--- config.mk ---
export PLATFORM = sky130hd
export DESIGN_NAME = weighted_error_combiner_pipe
export DESIGN_NICKNAME = d
export VERILOG_FILES = /design/src/rtl/weighted_error_combiner_pipe.sv
export SDC_FILE = /design/constraint.sdc
export NUM_CORES = 1
export LEC_CHECK = 0
export CORE_ASPECT_RATIO = 0.9
export CORE_MARGIN = 1.5
export CORE_UTILIZATION = 50
export DETAILED_ROUTE_END_ITERATION = 8
export GPL_ROUTABILITY_DRIVEN = 0
export PLACE_DENSITY = 0.75
export SYNTH_ARGS = -nofsm -noshare
export SYNTH_HDL_FRONTEND = slang
export SYNTH_SLANG_ARGS = --single-unit
--- constraint.sdc ---
create_clock -name clk_i -period 6.7 [get_ports clk_i]
set_input_delay 1.34 -clock clk_i [delete_from_list [all_inputs] [get_ports clk_i]]
set_output_delay 1.34 -clock clk_i [all_outputs]
set_load 0.02 [all_outputs]
--- src/rtl/weighted_error_combiner_pipe.sv ---
// rtl/weighted_error_combiner_pipe.sv - pipelined weighted combiner for ADPLL phase-error channels
module weighted_error_combiner_pipe #(
    parameter int NUM_CH       = 4,
    parameter int ERROR_WIDTH  = 8,
    parameter int WEIGHT_WIDTH = 3,
    parameter int SHIFT        = 2,
    parameter int WEIGHT_RESET = 1,
    parameter int SATCNT_WIDTH = 8
) (
    input  logic                             clk_i,
    input  logic                             reset_n_i,
    input  logic                             clear_i,
    input  logic                             valid_i,
    input  logic [NUM_CH*ERROR_WIDTH-1:0]    error_i,
    input  logic [NUM_CH-1:0]                ch_en_i,
    input  logic [NUM_CH*WEIGHT_WIDTH-1:0]   weight_i,
    input  logic                             weight_load_i,
    output logic                             valid_o,
    output logic [ERROR_WIDTH-1:0]           error_comb_o,
    output logic                             sat_o,
    output logic [SATCNT_WIDTH-1:0]          sat_count_o
);

    localparam int PROD_W = ERROR_WIDTH + WEIGHT_WIDTH + 1;
    localparam int SUM_W  = PROD_W + $clog2(NUM_CH) + ((NUM_CH == 1) ? 1 : 0);
    // one spare bit so the rounding bias can never wrap the sum
    localparam int RND_W  = SUM_W + 1;

    localparam logic signed [RND_W-1:0]   MAX_V   = RND_W'((2 ** (ERROR_WIDTH - 1)) - 1);
    localparam logic signed [RND_W-1:0]   MIN_V   = ~MAX_V;
    localparam logic [ERROR_WIDTH-1:0]    OUT_MAX = {1'b0, {(ERROR_WIDTH-1){1'b1}}};
    localparam logic [ERROR_WIDTH-1:0]    OUT_MIN = {1'b1, {(ERROR_WIDTH-1){1'b0}}};

    logic [WEIGHT_WIDTH-1:0]   weight_q [NUM_CH];
    logic signed [PROD_W-1:0]  prod_d   [NUM_CH];
    logic signed [PROD_W-1:0]  prod_q   [NUM_CH];
    logic signed [SUM_W-1:0]   sum_d;
    logic signed [SUM_W-1:0]   sum_q;
    logic signed [RND_W-1:0]   sum_x;
    logic signed [RND_W-1:0]   rnd_d;
    logic signed [RND_W-1:0]   rnd_q;
    logic [ERROR_WIDTH-1:0]    clip_d;
    logic                      sat_d;
    logic                      v1_q;
    logic                      v2_q;
    logic                      v3_q;

    always_comb begin
        for (int k = 0; k < NUM_CH; k++) begin
            prod_d[k] = '0;
            if (ch_en_i[k]) begin
                prod_d[k] = $signed({{(PROD_W-ERROR_WIDTH){error_i[k*ERROR_WIDTH+ERROR_WIDTH-1]}},
                                     error_i[k*ERROR_WIDTH +: ERROR_WIDTH]})
                          * $signed({{(PROD_W-WEIGHT_WIDTH){1'b0}}, weight_q[k]});
            end
        end
    end

    always_comb begin
        sum_d = '0;
        for (int k = 0; k < NUM_CH; k++) begin
            sum_d = sum_d + {{(SUM_W-PROD_W){prod_q[k][PROD_W-1]}}, prod_q[k]};
        end
    end

    assign sum_x = {sum_q[SUM_W-1], sum_q};

    generate
        if (SHIFT > 0) begin : g_round
            localparam logic signed [RND_W-1:0] HALF = RND_W'(2 ** (SHIFT - 1));
            logic signed [RND_W-1:0] biased;
            always_comb begin
                biased = sum_x + HALF;
                rnd_d  = biased >>> SHIFT;
            end
        end else begin : g_noround
            assign rnd_d = sum_x;
        end
    endgenerate

    always_comb begin
        clip_d = rnd_q[ERROR_WIDTH-1:0];
        sat_d  = 1'b0;
        if (rnd_q > MAX_V) begin
            clip_d = OUT_MAX;
            sat_d  = 1'b1;
        end else if (rnd_q < MIN_V) begin
            clip_d = OUT_MIN;
            sat_d  = 1'b1;
        end
    end

    always_ff @(posedge clk_i or negedge reset_n_i) begin
        if (!reset_n_i) begin
            for (int k = 0; k < NUM_CH; k++) begin
                weight_q[k] <= WEIGHT_WIDTH'(WEIGHT_RESET);
                prod_q[k]   <= '0;
            end
            sum_q        <= '0;
            rnd_q        <= '0;
            v1_q         <= 1'b0;
            v2_q         <= 1'b0;
            v3_q         <= 1'b0;
            valid_o      <= 1'b0;
            error_comb_o <= '0;
            sat_o        <= 1'b0;
            sat_count_o  <= '0;
        end else begin
            // products latch with the pre-load weights, so a load never affects the same-edge sample
            if (weight_load_i) begin
                for (int k = 0; k < NUM_CH; k++) begin
                    weight_q[k] <= weight_i[k*WEIGHT_WIDTH +: WEIGHT_WIDTH];
                end
            end
            if (valid_i) begin
                for (int k = 0; k < NUM_CH; k++) begin
                    prod_q[k] <= prod_d[k];
                end
            end
            if (v1_q) sum_q <= sum_d;
            if (v2_q) rnd_q <= rnd_d;

            v1_q    <= valid_i & ~clear_i;
            v2_q    <= v1_q & ~clear_i;
            v3_q    <= v2_q & ~clear_i;
            valid_o <= v3_q & ~clear_i;
            sat_o   <= v3_q & ~clear_i & sat_d;
            if (v3_q && !clear_i) error_comb_o <= clip_d;

            if (clear_i) begin
                sat_count_o <= '0;
            end else if (v3_q && sat_d && (sat_count_o != '1)) begin
                sat_count_o <= sat_count_o + SATCNT_WIDTH'(1);
            end
        end
    end

endmodule

; Word-level counts from Yosys, hierarchy flattened
; Cells that the tools add are included.
[totals]
in_bits = 53
word_cells = 50
out_inout_bits = 18
ff_bits = 108
[classes]
reduce_logical = 5
n_lt_le_gt_ge = 2
multipliers = 4
bitwise = 6
n_addsub = 5
n_eq_ne = 1
n_mux = 10
[ops]
columns = cell, n
row1 = $mul A8 B4 Y12, 4
row2 = $mux W12, 4
row3 = $mux W8, 4
row4 = $add A14 B3 Y15 const B, 1
row5 = $add A13 B12 Y14, 1
row6 = $add A14 B14 Y14, 1
row7 = $add A12 B12 Y13, 1
row8 = $gt A13 B8 Y1 const B, 1
row9 = $lt A13 B8 Y1 const B, 1
row10 = $add A8 B1 Y8 const B, 1
row11 = $ne A8 B8 Y1 const B, 1
row12 = $and A1 B1 Y1, 5
row13 = $logic_and A1 B1 Y1, 3
row14 = $mux W1, 2
row15 = $reduce_bool A2 Y1, 1
row16 = $logic_not A1 Y1, 1
row17 = $not A1 Y1, 1

; Logic depth before layout (Yosys ltp)
; Gate-level depths: netlist of the first run.
[depth]
word_depth = 7
depth_mapped = 12
depth_no_buf = 12

; Worst setup path after synthesis of the first run
; No wires, ideal clock.
[synth_path]
kind = input to register
startpoint = in error_i[2]
endpoint = reg prod_q[44] in the netlist's numbering
setup_time_ns = 0.120
required_time_ns = 6.580
n_path_buf = 0
t_arrival_ns = 3.699
slack_ns = 2.881
cell_stages = 9
path_cell_list = and2_1 ha_1 fa_1 fa_1 a211oi_1 o21bai_1 a21oi_1 xnor2_1 a31o_2
[synth_between]
elab_chain_len = 2
[synth_rtl]
columns = item, line_no
row1 = from (decl), 14  ; input logic [NUM_CH*ERROR_WIDTH-1:0] error_i,
row2 = $mul A8 B4 Y12, 54  ; * $signed({{(PROD_W-WEIGHT_WIDTH){1'b0}}, weight_q[k]});
row3 = $mux W12, 51  ; if (ch_en_i[k]) begin
row4 = "to (signal, indexed assignment)", 117  ; prod_q[k] <= prod_d[k];
row5 = to (decl), 36  ; logic signed [PROD_W-1:0] prod_q [NUM_CH];
; Every way passes these cells.
; A chain may end at the register's enable or synchronous reset.

; Final worst setup path of the first run
[layout_path]
startpoint = in error_i[18]
endpoint = reg prod_q[20] in the netlist's numbering
; The elaborated chain is that of the path after synthesis.

==> results by group, run 1 <==
Worst setup path
  • Largest stage delay on the critical path: ~0.54 ns
  • WP data arrival: 4.33 ns
  • Setup CP Type: in -> reg
  • Critical Path, Cell by Cell: clkdlybuf4s50_1 -> and2_1 -> ha_1 -> fa_1 -> fa_1 -> a211oi_1 -> o21bai_1 -> a21oi_1 -> xnor2_1 -> a31o_2
  • Startpoint Class: primary input
  • Reg2reg start: prod_q[1]$_DFFE_PN0P_
  • Critical Path Sink Type: flip-flop
  • Worst r2r path cells: 11
  • Crit path max-delay family: adder cells
  • Crit path buffers/inverters: 1
  • Max FO, Critical Path: 3
  • Reg2reg setup slack: approximately 3.1 ns
  • Slowest cell on the critical path: fa_1
  • Cell mode on critical path: fa_1
  • Worst Path Required: roughly 7 ns
  • Worst R2R End: sum_q[11]$_DFFE_PN0P_

Clocking
  • CTS tree: yes
  • Total CTS buffers: 9
  • Clock slew at reported path FFs: about 0.070 ns
  • Clock Path Buffers: 2
  • Clk Latency, worst-skew pair: ~0.36 ns
  • H-tree depth: 3
  • # Post-CTS Setup Buffers: 0
  • Hold_buf cts: 0
  • Post-CTS resize count: 0
  • # clock sinks: between 100 and 150
  • Root Buffer: clkbuf_16

Yosys
  • Syn Inst Count: 1023
  • Top cells by area, synth: dfrtp_1 (28%), ha_1 (13%), fa_1 (12%)
  • Number of library cell types mapped by synthesis: 57
  • Synth area leader: dfrtp_1
  • Seq/Total Area, Yosys: between 20% and 30%
  • EDFF count, synth: 0
  • Synth cell count leaders: inv_1 (188), dfrtp_1 (103), ha_1 (98)
  • Syn_nets: between 1000 and 1500
  • Cell Area, Synth: roughly 0.0092 mm^2
  • Seq cells post-synth: 107
  • Top-count cell post-synth: inv_1
  • Avg Synthesized Cell Area: ~9 um^2
  • Synth warnings: 0
  • Synth top area share: 27.9%
  • Async set or reset register ratio after synthesis: between 90% and 100%
  • Post-synth top flop: dfrtp_1

Timing
  • Minimum clock period: slightly above 4 ns
  • Fin. max-slew vios: 0
  • Post-Route Setup TNS: 0 ns
  • Slew margin rel.: roughly 37%
  • Worst Tran Pin Value: 0.939 ns
  • Final setup vio count: 0
  • Worst Skew: 0.00912 ns
  • Achievable Freq: 0.245 GHz
  • RSZ-0062 raised after global routing: no
  • Final period util: 60.9%
  • Fin. Hold Viols: 0

Global route
  • Overflow after GRT: 0
  • Initial antenna violation count: 0
  • First-pass GRT wire length: 30000 um
  • Total Routing Usage GR: a little under a fifth
  • Largest net degree at the start of global routing: around 80
  • Vias in the first global route: between 6000 and 7000

Die
  • I/O Pins: about 70
  • Die width: between 100 and 150 um
  • Core area: 0.0178 mm^2
  • Die height: around 130 um
  • Std-Cell Rows: 46
  • Area of the die: 0.0193 mm^2
  • Starting density of the core: around half

Power
  • Leak: 5.07 nW
  • Total chip power: around 0.003 W
  • VDD IR max: 204 uV
  • Pwr/cell area: slightly below 300 mW/mm^2

Drt
  • DRT iter0 DRCs: 278
  • Per-cell routed wire length: between 10 and 15 um
  • Vias/cell: 5.16
  • Antenna Nets Post-Route: 0
  • Remaining DRCs: 0
  • Pre-antenna DRT Iters: 5
  • Post-Route WL: approximately 17000 um
  • Via count: just under 7000

Hold path
  • Hold path depth: 2
  • Hold Crit Start: error_comb_o[3]$_DFFE_PN0P_
  • Hold WC Path Type: reg -> reg
  • Hold path endpoint: error_comb_o[3]$_DFFE_PN0P_

Final layout
  • Nets@finish: 1287
  • Layout cell share with drive strength beyond 1: under 10%
  • FILL cells: between 1500 and 2000
  • Area grow syn2layout: 13.2%
  • # diodes: 0
  • Cell area after layout: 0.0104 mm^2

Run
  • Max Cap Viol: 0

Placed design
  • # port buffers: 70
  • Placed cell areas: ~0.01 mm^2
  • Post-DP HPWL: around 14000 um

Status
  • Status: finished clean
## area by class of cell
class | instances | area (um^2) | share of cell area (%)
Timing Repair Buffer | 72 | 708 | 6.78
Clock buffer | 10 | 239 | 2.29
Sequential cell | 107 | 2680 | 25.7
Inverter | 188 | 706 | 6.76
Tap cell | 240 | 300 | 2.87
Multi-Input combinational cell | 701 | 5740 | 54.9
Clock inverter | 6 | 72.6 | 0.695
## kinds of logic after synthesis
| kind of cell | synth area share (%) |
|---|---|
| AND/OR/NAND/NOR | 14.8 |
| AO/OA/AOI/OAI | 14.9 |
| buffers and inverters | 8.76 |
| adder cells (fa/ha/maj) | 25.7 |
| flip-flops | 29.1 |
| XOR/XNOR | 3.89 |
| multiplexers | 2.94 |
## per-stage QoR
stage	hold WS (ns)	instances	setup slack [ns]	util [%]
2_1_floorplan	0.443	1023	2.88	-
3_3_place_gp	0.461	1308	2.33	56.8
3_5_place_dp	0.470	1308	2.27	56.8
4_1_cts	0.485	1324	2.63	58.5
5_1_grt	0.516	1324	2.40	58.5
6_report	0.476	1324	2.62	58.5
## layer usage
layer  routed length (um)  track usage (%)  up-vias
met5                    0                0        -
met4                  200             5.22        0
met3                  563             3.43       15
met2                 8110             32.1       96
li1                     -                -     3530
met1                 8310             25.0     3187
## placed cells by master, fill, tap and decap left out, drive strengths merged, types with 9 or more instances in the layout
| cell type | count |
|---|---|
| inv | 190 |
| a211oi | 10 |
| a21oi | 39 |
| o21ai | 78 |
| nand2 | 62 |
| ha | 98 |
| nor3 | 9 |
| a21o | 11 |
| o21a | 11 |
| dfrtp | 103 |
| and2 | 73 |
| clkdlybuf4s50 | 68 |
| xor2 | 13 |
| nor2 | 42 |
| nand3 | 28 |
| xnor2 | 28 |
| o22ai | 12 |
| or3 | 11 |
| fa | 57 |
| mux2 | 22 |
| a31oi | 9 |
| clkbuf | 10 |
## flip-flops by register name, indices dropped and copies added, names as in the netlist
register and flops:
error_comb_o 8, prod_q 48, rnd_q 13, sat_count_o 8, sat_o 1, sum_q 13, v1_q 1, v2_q 1
v3_q 1, valid_o 1, weight_q 12
## worst register-to-register path: stages, from the launching register on
cell and delay [ns]:
dfrtp_1 0.32, inv_1 0.06, fa_1 0.54, inv_1 0.06, fa_1 0.46, ha_1 0.26, fa_1 0.44, a211oi_1 0.46
o21ai_0 0.21, a41oi_1 0.28, xnor2_1 0.09, mux2_2 0.26
## where the power goes
| group | leakage [nW] | internal, W | switching [W] |
|---|---|---|---|
| Sequential | 1.34 | 0.000802 | 0.000118 |
| Clock | 0.150 | 0.000304 | 0.000247 |
| Combinational | 3.58 | 0.000709 | 0.000862 |
| Total | 5.07 | 0.00182 | 0.00123 |
## how the worst max path moves through the flow
| stage | startpoint | depth (start not counted) | slack, ns | endpoint |
|---|---|---|---|---|
| floorplan | error_i[2] | 9 | 2.88 | prod_q[44]$_DFFE_PN0P_ |
| global placement | error_i[10] | 10 | 2.33 | prod_q[35]$_DFFE_PN0P_ |
| detailed placement | error_i[10] | 10 | 2.27 | prod_q[34]$_DFFE_PN0P_ |
| CTS | error_i[10] | 10 | 2.63 | prod_q[34]$_DFFE_PN0P_ |
| global route | error_i[10] | 10 | 2.40 | prod_q[34]$_DFFE_PN0P_ |
| finish | error_i[18] | 10 | 2.62 | prod_q[20]$_DFFE_PN0P_ |
(Power assumes the default switching activity.)
==> run 2, diff against run 1 <==
--- a/config.mk
+++ b/config.mk
@@ -10,7 +10,7 @@
 export CORE_UTILIZATION = 50
 export DETAILED_ROUTE_END_ITERATION = 8
 export GPL_ROUTABILITY_DRIVEN = 0
-export PLACE_DENSITY = 0.75
+export PLACE_DENSITY = 0.78
 export SYNTH_ARGS = -nofsm -noshare
 export SYNTH_HDL_FRONTEND = slang
 export SYNTH_SLANG_ARGS = --single-unit
==> constraint.sdc (replaced) <==
create_clock -name clk_i -period 3.4 [get_ports clk_i]
set_input_delay 0.68 -clock clk_i [delete_from_list [all_inputs] [get_ports clk_i]]
set_output_delay 0.68 -clock clk_i [all_outputs]
set_load 0.02 [all_outputs]
==> run 2 against run 1 <==
  * Via count grew 7.1%
  * Cell count grew 6.0%
  * Worst setup slack lost 2.5 ns
  * Critical endpoint is now prod_q[32]$_DFFE_PN0P_
==> results by group, run 2 (synthesis results as in run 1) <==
Final layout
  • # diodes: 0
  • Commonest non-fill, non-tap cell in the layout: inv_1
  • Nets@finish: around 1400
  • Biggest regs: prod_q x48, rnd_q x13, sum_q x13
  • Layout cell share with drive strength beyond 1: a little over an eighth
  • Area grow syn2layout: 20.3%
  • Largest register by flop count: prod_q
  • Number of flip-flops in the largest register: 48
  • Layout Cells excl Fill: 1404
  • FILL cells: around 1500
  • Cell area after layout: around 0.011 mm^2
  • Most frequent cells in the layout: inv_1 (188), dfrtp_1 (103), ha_1 (98), buf_4 (81), and2_1 (73)

Worst setup path
  • Critical Path Sink Type: flip-flop
  • Worst R2R End: sum_q[7]$_DFFE_PN0P_
  • Reg2reg setup slack: ~0.18 ns
  • WP data arrival: 3.54 ns
  • Startpoint Class: primary input
  • Crit path launch: error_i[10]
  • Worst r2r path cells: 12
  • Worst Path Required: between 3 and 4 ns
  • Setup crit end: prod_q[32]$_DFFE_PN0P_
  • Max FO, Critical Path: 3
  • Reg2reg start: prod_q[1]$_DFFE_PN0P_
  • Setup CP Type: in -> reg

Placed design
  • Placed cell areas: 0.0108 mm^2
  • DP Cell Count: roughly 1400
  • Post-DP HPWL: 14900 um
  • # port buffers: 70
  • Dpl ws: -0.370 ns

Drt
  • Pre-antenna DRT Iters: 5
  • Vias/cell: 5.21
  • Remaining DRCs: 0
  • Via count: approximately 7300
  • Antenna Nets Post-Route: 0
  • Per-cell routed wire length: roughly 13 um
  • Post-Route WL: roughly 19000 um
  • DRT iter0 DRCs: between 300 and 400

Timing
  • Achievable Freq: 0.303 GHz
  • Slew margin rel.: between 50% and 60%
  • Minimum clock period: approximately 3.3 ns
  • Final setup vio count: 0
  • Fin. max-slew vios: 0
  • Worst Skew: around 0.0074 ns
  • RSZ-0062 raised after global routing: no
  • Worst Tran Pin Value: approximately 0.70 ns
  • Final worst slack: between 0.09 and 0.1 ns
  • Fin. Hold Viols: 0
  • Final period util: a little over nine tenths

Clocking
  • Clk Latency, worst-skew pair: around 0.35 ns
  • Total CTS buffers: 9
  • Hold_buf cts: 0
  • Clock slew at reported path FFs: roughly 0.070 ns
  • # clock sinks: ~110
  • # Post-CTS Setup Buffers: 0
  • CTS tree: yes
  • H-tree depth: 3
  • Root Buffer: clkbuf_16
  • Clock Path Buffers: 2

Global route
  • First-pass GRT wire length: 33000 um
  • Vias in the first global route: around 7300
  • Initial antenna violation count: 0
  • Total Routing Usage GR: roughly 21%
  • Largest net degree at the start of global routing: between 70 and 80
  • Overflow after GRT: 0

Power
  • Leak: 5.48 nW
  • VDD IR max: 435 uV
  • Pwr/cell area: approximately 560 mW/mm^2

Die
  • Die height: about 130 um
  • Area of the die: around 0.019 mm^2
  • I/O Pins: 71
  • Core area: about 0.018 mm^2
  • Starting density of the core: 51.7%
  • Die width: 146 um
  • Std-Cell Rows: 46

Status
  • Status: finished clean

Hold path
  • Hold WC Path Type: in -> async

Run
  • Max Cap Viol: 0
run 2: cell count changes in the layout (fill, tap and decap cells not counted), sizes merged:
cell and change:
buf +80, clkinvlp +2, bufinv -1, inv -1
run 2: through the flow:
| stage | power (W) | hold WS (ns) | setup TNS (ns) | util [%] |
|---|---|---|---|---|
| 2_1_floorplan | 0.00417 | 0.384 | 0 | - |
| 3_3_place_gp | 0.00504 | 0.460 | -5.09 | 60.3 |
| 3_5_place_dp | 0.00518 | 0.469 | -6.67 | 60.3 |
| 4_1_cts | 0.00621 | 0.232 | 0 | 61.9 |
| 5_1_grt | 0.00682 | 0.252 | 0 | 62.2 |
| 6_report | 0.00624 | 0.240 | 0 | 62.2 |
run 2: worst max-delay path: stages:
cell and delay, ns:
clkdlybuf4s50_1 0.42, and2_1 0.17, ha_1 0.31, fa_2 0.51
fa_1 0.48, a211oi_2 0.29, o21bai_1 0.13, a21oi_1 0.21
xnor2_1 0.10, a31o_2 0.24
run 2: power breakdown:
part / internal, W / switching, W
logic: 0.00162 / 0.00184
registers: 0.00158 / 0.000238
clock network: 0.000497 / 0.000471
total: 0.00370 / 0.00255
run 2: worst min-delay path by stage:
stage / from / end / slack [ns] / cells after the start
6_report: reset_n_i / sum_q[1]$_DFFE_PN0P_ / 0.24 / 1
5_1_grt: reset_n_i / error_comb_o[6]$_DFFE_PN0P_ / 0.25 / 1
4_1_cts: reset_n_i / error_comb_o[6]$_DFFE_PN0P_ / 0.23 / 1
3_5_place_dp: error_comb_o[7]$_DFFE_PN0P_ / error_comb_o[7]$_DFFE_PN0P_ / 0.47 / 2
3_3_place_gp: error_comb_o[7]$_DFFE_PN0P_ / error_comb_o[7]$_DFFE_PN0P_ / 0.46 / 2
2_1_floorplan: reset_n_i / error_comb_o[0]$_DFFE_PN0P_ / 0.38 / 0
run 2: final cells by class:
class	instances	area (um^2)	share of cell area, %
multi-input cells	701	5810	52.3
flip-flops and latches	107	2680	24.2
repair buffers	152	1330	12.0
inverters	188	706	6.36
well taps	240	300	2.70
clock buffers	10	229	2.06
clock inverters	6	41.3	0.372
run 2: layer usage:
metal / up-vias / wire length (um) / share of wire [%] / GRT usage [%]
met3: 25 / 569 / 3.1 / 3.39
met1: 3467 / 8530 / 46 / 26.1
met5: - / 0 / 0 / 0
li1: 3684 / - / - / -
met2: 134 / 9120 / 49 / 35.9
met4: 0 / 427 / 2.3 / 6.90
run 2: what timing repair did:
action | CTS | global route
pin swaps | 0 | 9
cloned | 0 | 0
gates resized for setup | 2 | 24
setup endpoints to repair | 3 | 22
==> run 3, diff against run 2 <==
--- a/config.mk
+++ b/config.mk
@@ -10,7 +10,9 @@
 export CORE_UTILIZATION = 50
 export DETAILED_ROUTE_END_ITERATION = 8
 export GPL_ROUTABILITY_DRIVEN = 0
+export HOLD_SLACK_MARGIN = 0.1
 export PLACE_DENSITY = 0.78
+export SKIP_LAST_GASP = 1
 export SYNTH_ARGS = -nofsm -noshare
 export SYNTH_HDL_FRONTEND = slang
 export SYNTH_SLANG_ARGS = --single-unit
==> run 3 against run 2 <==
  * Register-to-register slack barely moved
  * Hold slack did not move
  * Largest cell class unchanged
  * Non-clock buffer count did not move
  * Worst setup slack got worse by 0.0032 ns
  * Highest routed layer unchanged
==> results by group, run 3 (synthesis results as in run 1) <==
Status
  • Status: finished clean

Clocking
  • # Post-CTS Setup Buffers: 0
  • Clk Latency, worst-skew pair: between 0.3 and 0.4 ns
  • Hold_buf cts: 0
  • Root Buffer: clkbuf_16
  • Clock slew at reported path FFs: about 0.070 ns
  • CTS tree: yes
  • Total CTS buffers: 9
  • # clock sinks: around 110
  • Clock Path Buffers: 2
  • H-tree depth: 3

Worst setup path
  • Reg2reg setup slack: ~0.18 ns
  • Max FO, Critical Path: 3
  • Critical Path, Cell by Cell: clkdlybuf4s50_1 -> and2_1 -> ha_1 -> fa_1 -> ha_1 -> a21oi_1 -> o21ai_2 -> o21a_1 -> or3_1 -> a41o_1
  • Reg2reg start: prod_q[1]$_DFFE_PN0P_
  • Worst R2R End: sum_q[7]$_DFFE_PN0P_
  • Worst Path Required: 3.64 ns
  • Setup CP Type: in -> reg
  • Cell mode on critical path: ha_1
  • Crit path launch: error_i[18]
  • Crit path max-delay family: adder cells
  • Crit path buffers/inverters: 1
  • Startpoint Class: primary input
  • Critical Path Sink Type: flip-flop
  • Worst r2r path cells: 12
  • Largest stage delay on the critical path: 0.54 ns
  • Slowest cell on the critical path: fa_1
  • WP data arrival: 3.55 ns

Final layout
  • # diodes: 0
  • Layout Cells excl Fill: between 1000 and 1500
  • Area grow syn2layout: 20.3%
  • Most frequent cells in the layout: inv_1 (188), dfrtp_1 (103), ha_1 (98), buf_4 (81), and2_1 (73)
  • Largest register by flop count: prod_q
  • Biggest regs: prod_q x48, rnd_q x13, sum_q x13
  • Commonest non-fill, non-tap cell in the layout: inv_1
  • Cell area after layout: 0.0111 mm^2
  • Layout cell share with drive strength beyond 1: 13.5%
  • Number of flip-flops in the largest register: 48
  • Reg area: 0.00268 mm^2
  • Final Core Density: between 60 and 70%
  • Nets@finish: 1367
  • Multi-input logic area: roughly 0.0058 mm^2
  • FILL cells: 1515

Timing
  • Final period util: between 90% and 100%
  • Final setup vio count: 0
  • Achievable Freq: 0.303 GHz
  • Worst Skew: 0.00743 ns
  • Minimum clock period: between 3 and 4 ns
  • Fin. Hold Viols: 0
  • Worst Tran Pin Value: between 0.7 and 0.8 ns
  • Slew margin rel.: roughly 53%
  • Fin Hold WS: around 0.24 ns
  • Fin. max-slew vios: 0
  • RSZ-0062 raised after global routing: yes

Placed design
  • DP Cell Count: around 1400
  • Placed cell areas: 0.0108 mm^2
  • # port buffers: 70
  • Post-DP HPWL: about 15000 um

Die
  • Die width: between 100 and 150 um
  • Starting density of the core: approximately half
  • I/O Pins: a little over 70
  • Core area: about 0.018 mm^2
  • Die height: 132 um
  • Std-Cell Rows: 46
  • Area of the die: 0.0193 mm^2

Drt
  • DRT iter0 DRCs: 362
  • Antenna Nets Post-Route: 0
  • Vias/cell: approximately 5.2
  • Via count: around 7300
  • Remaining DRCs: 0
  • Post-Route WL: about 19000 um
  • Per-cell routed wire length: about 13 um
  • Pre-antenna DRT Iters: 5

Global route
  • GR Util met2: between 30% and 40%
  • Met3 Track Usage GR: 3.39%
  • Total Routing Usage GR: 20.6%
  • Overflow after GRT: 0
  • First-pass GRT wire length: between 30000 and 40000 um
  • Gr busiest metal: met2
  • Vias in the first global route: approximately 7300
  • Met1 Use GR: 26.1%
  • Largest net degree at the start of global routing: just under 80
  • Initial antenna violation count: 0

Power
  • Total chip power: roughly 0.0062 W
  • Leak: between 5 and 6 nW
  • VDD IR max: approximately 440 uV
  • Pwr/cell area: roughly 560 mW/mm^2

Run
  • Max Cap Viol: 0

Hold path
  • Hold WC Path Type: in -> async
[run 3: cell counts in the layout (fill, tap and decap cells not counted)]
No cell type changed its count.
[run 3: how the worst max path moves through the flow]
stage	to	slack, ns	depth (start not counted)
global placement	prod_q[11]$_DFFE_PN0P_	-0.28	10
floorplan	sum_q[11]$_DFFE_PN0P_	0.15	11
CTS	prod_q[11]$_DFFE_PN0P_	0.01	12
finish	prod_q[19]$_DFFE_PN0P_	0.1	10
global route	prod_q[20]$_DFFE_PN0P_	-0.04	10
detailed placement	prod_q[11]$_DFFE_PN0P_	-0.37	12
[run 3: timing repair]
action,4_1_cts,5_1_grt
pin swaps,0,8
endpoints found under the setup margin,3,22
resized for setup,2,24
[run 3: cell type report]
cell class                 count  area share [%]
clock inverter                 6           0.372
clock buffer                  10            2.06
inverter                     188            6.36
multi-input combinational    701            52.3
sequential                   107            24.2
timing repair buffer         152            12.0
tap                          240            2.70
[run 3: report_power, final]
part	internal [W]	switching (W)	total [W]
registers	0.00158	0.000238	0.00182
clock network	0.000497	0.000471	0.000968
logic	0.00162	0.00184	0.00346
[run 3: worst register-to-register path: cells and delay by family, from the launching register on]
family                   cells  cell delay, ns
AO/OA/AOI/OAI                3            0.52
XOR/XNOR                     1            0.10
adder cells (fa/ha/maj)      4            1.60
buffers and inverters        3            0.29
flip-flops                   1            0.33
multiplexers                 1            0.26
[run 3: metal layers]
layer,share of wire (%),vias up
li1,-,3684
met1,46,3464
met2,49,134
met3,3.1,25
met4,2.3,0
met5,0,-
[run 3: through the flow]
stage | TNS (ns) | worst slack (ns)
finish | 0 | 0.0953
global route | -0.0649 | -0.0434
CTS | 0 | 0.0105
detailed placement | -6.67 | -0.370
global placement | -5.09 | -0.283
floorplan | 0 | 0.149
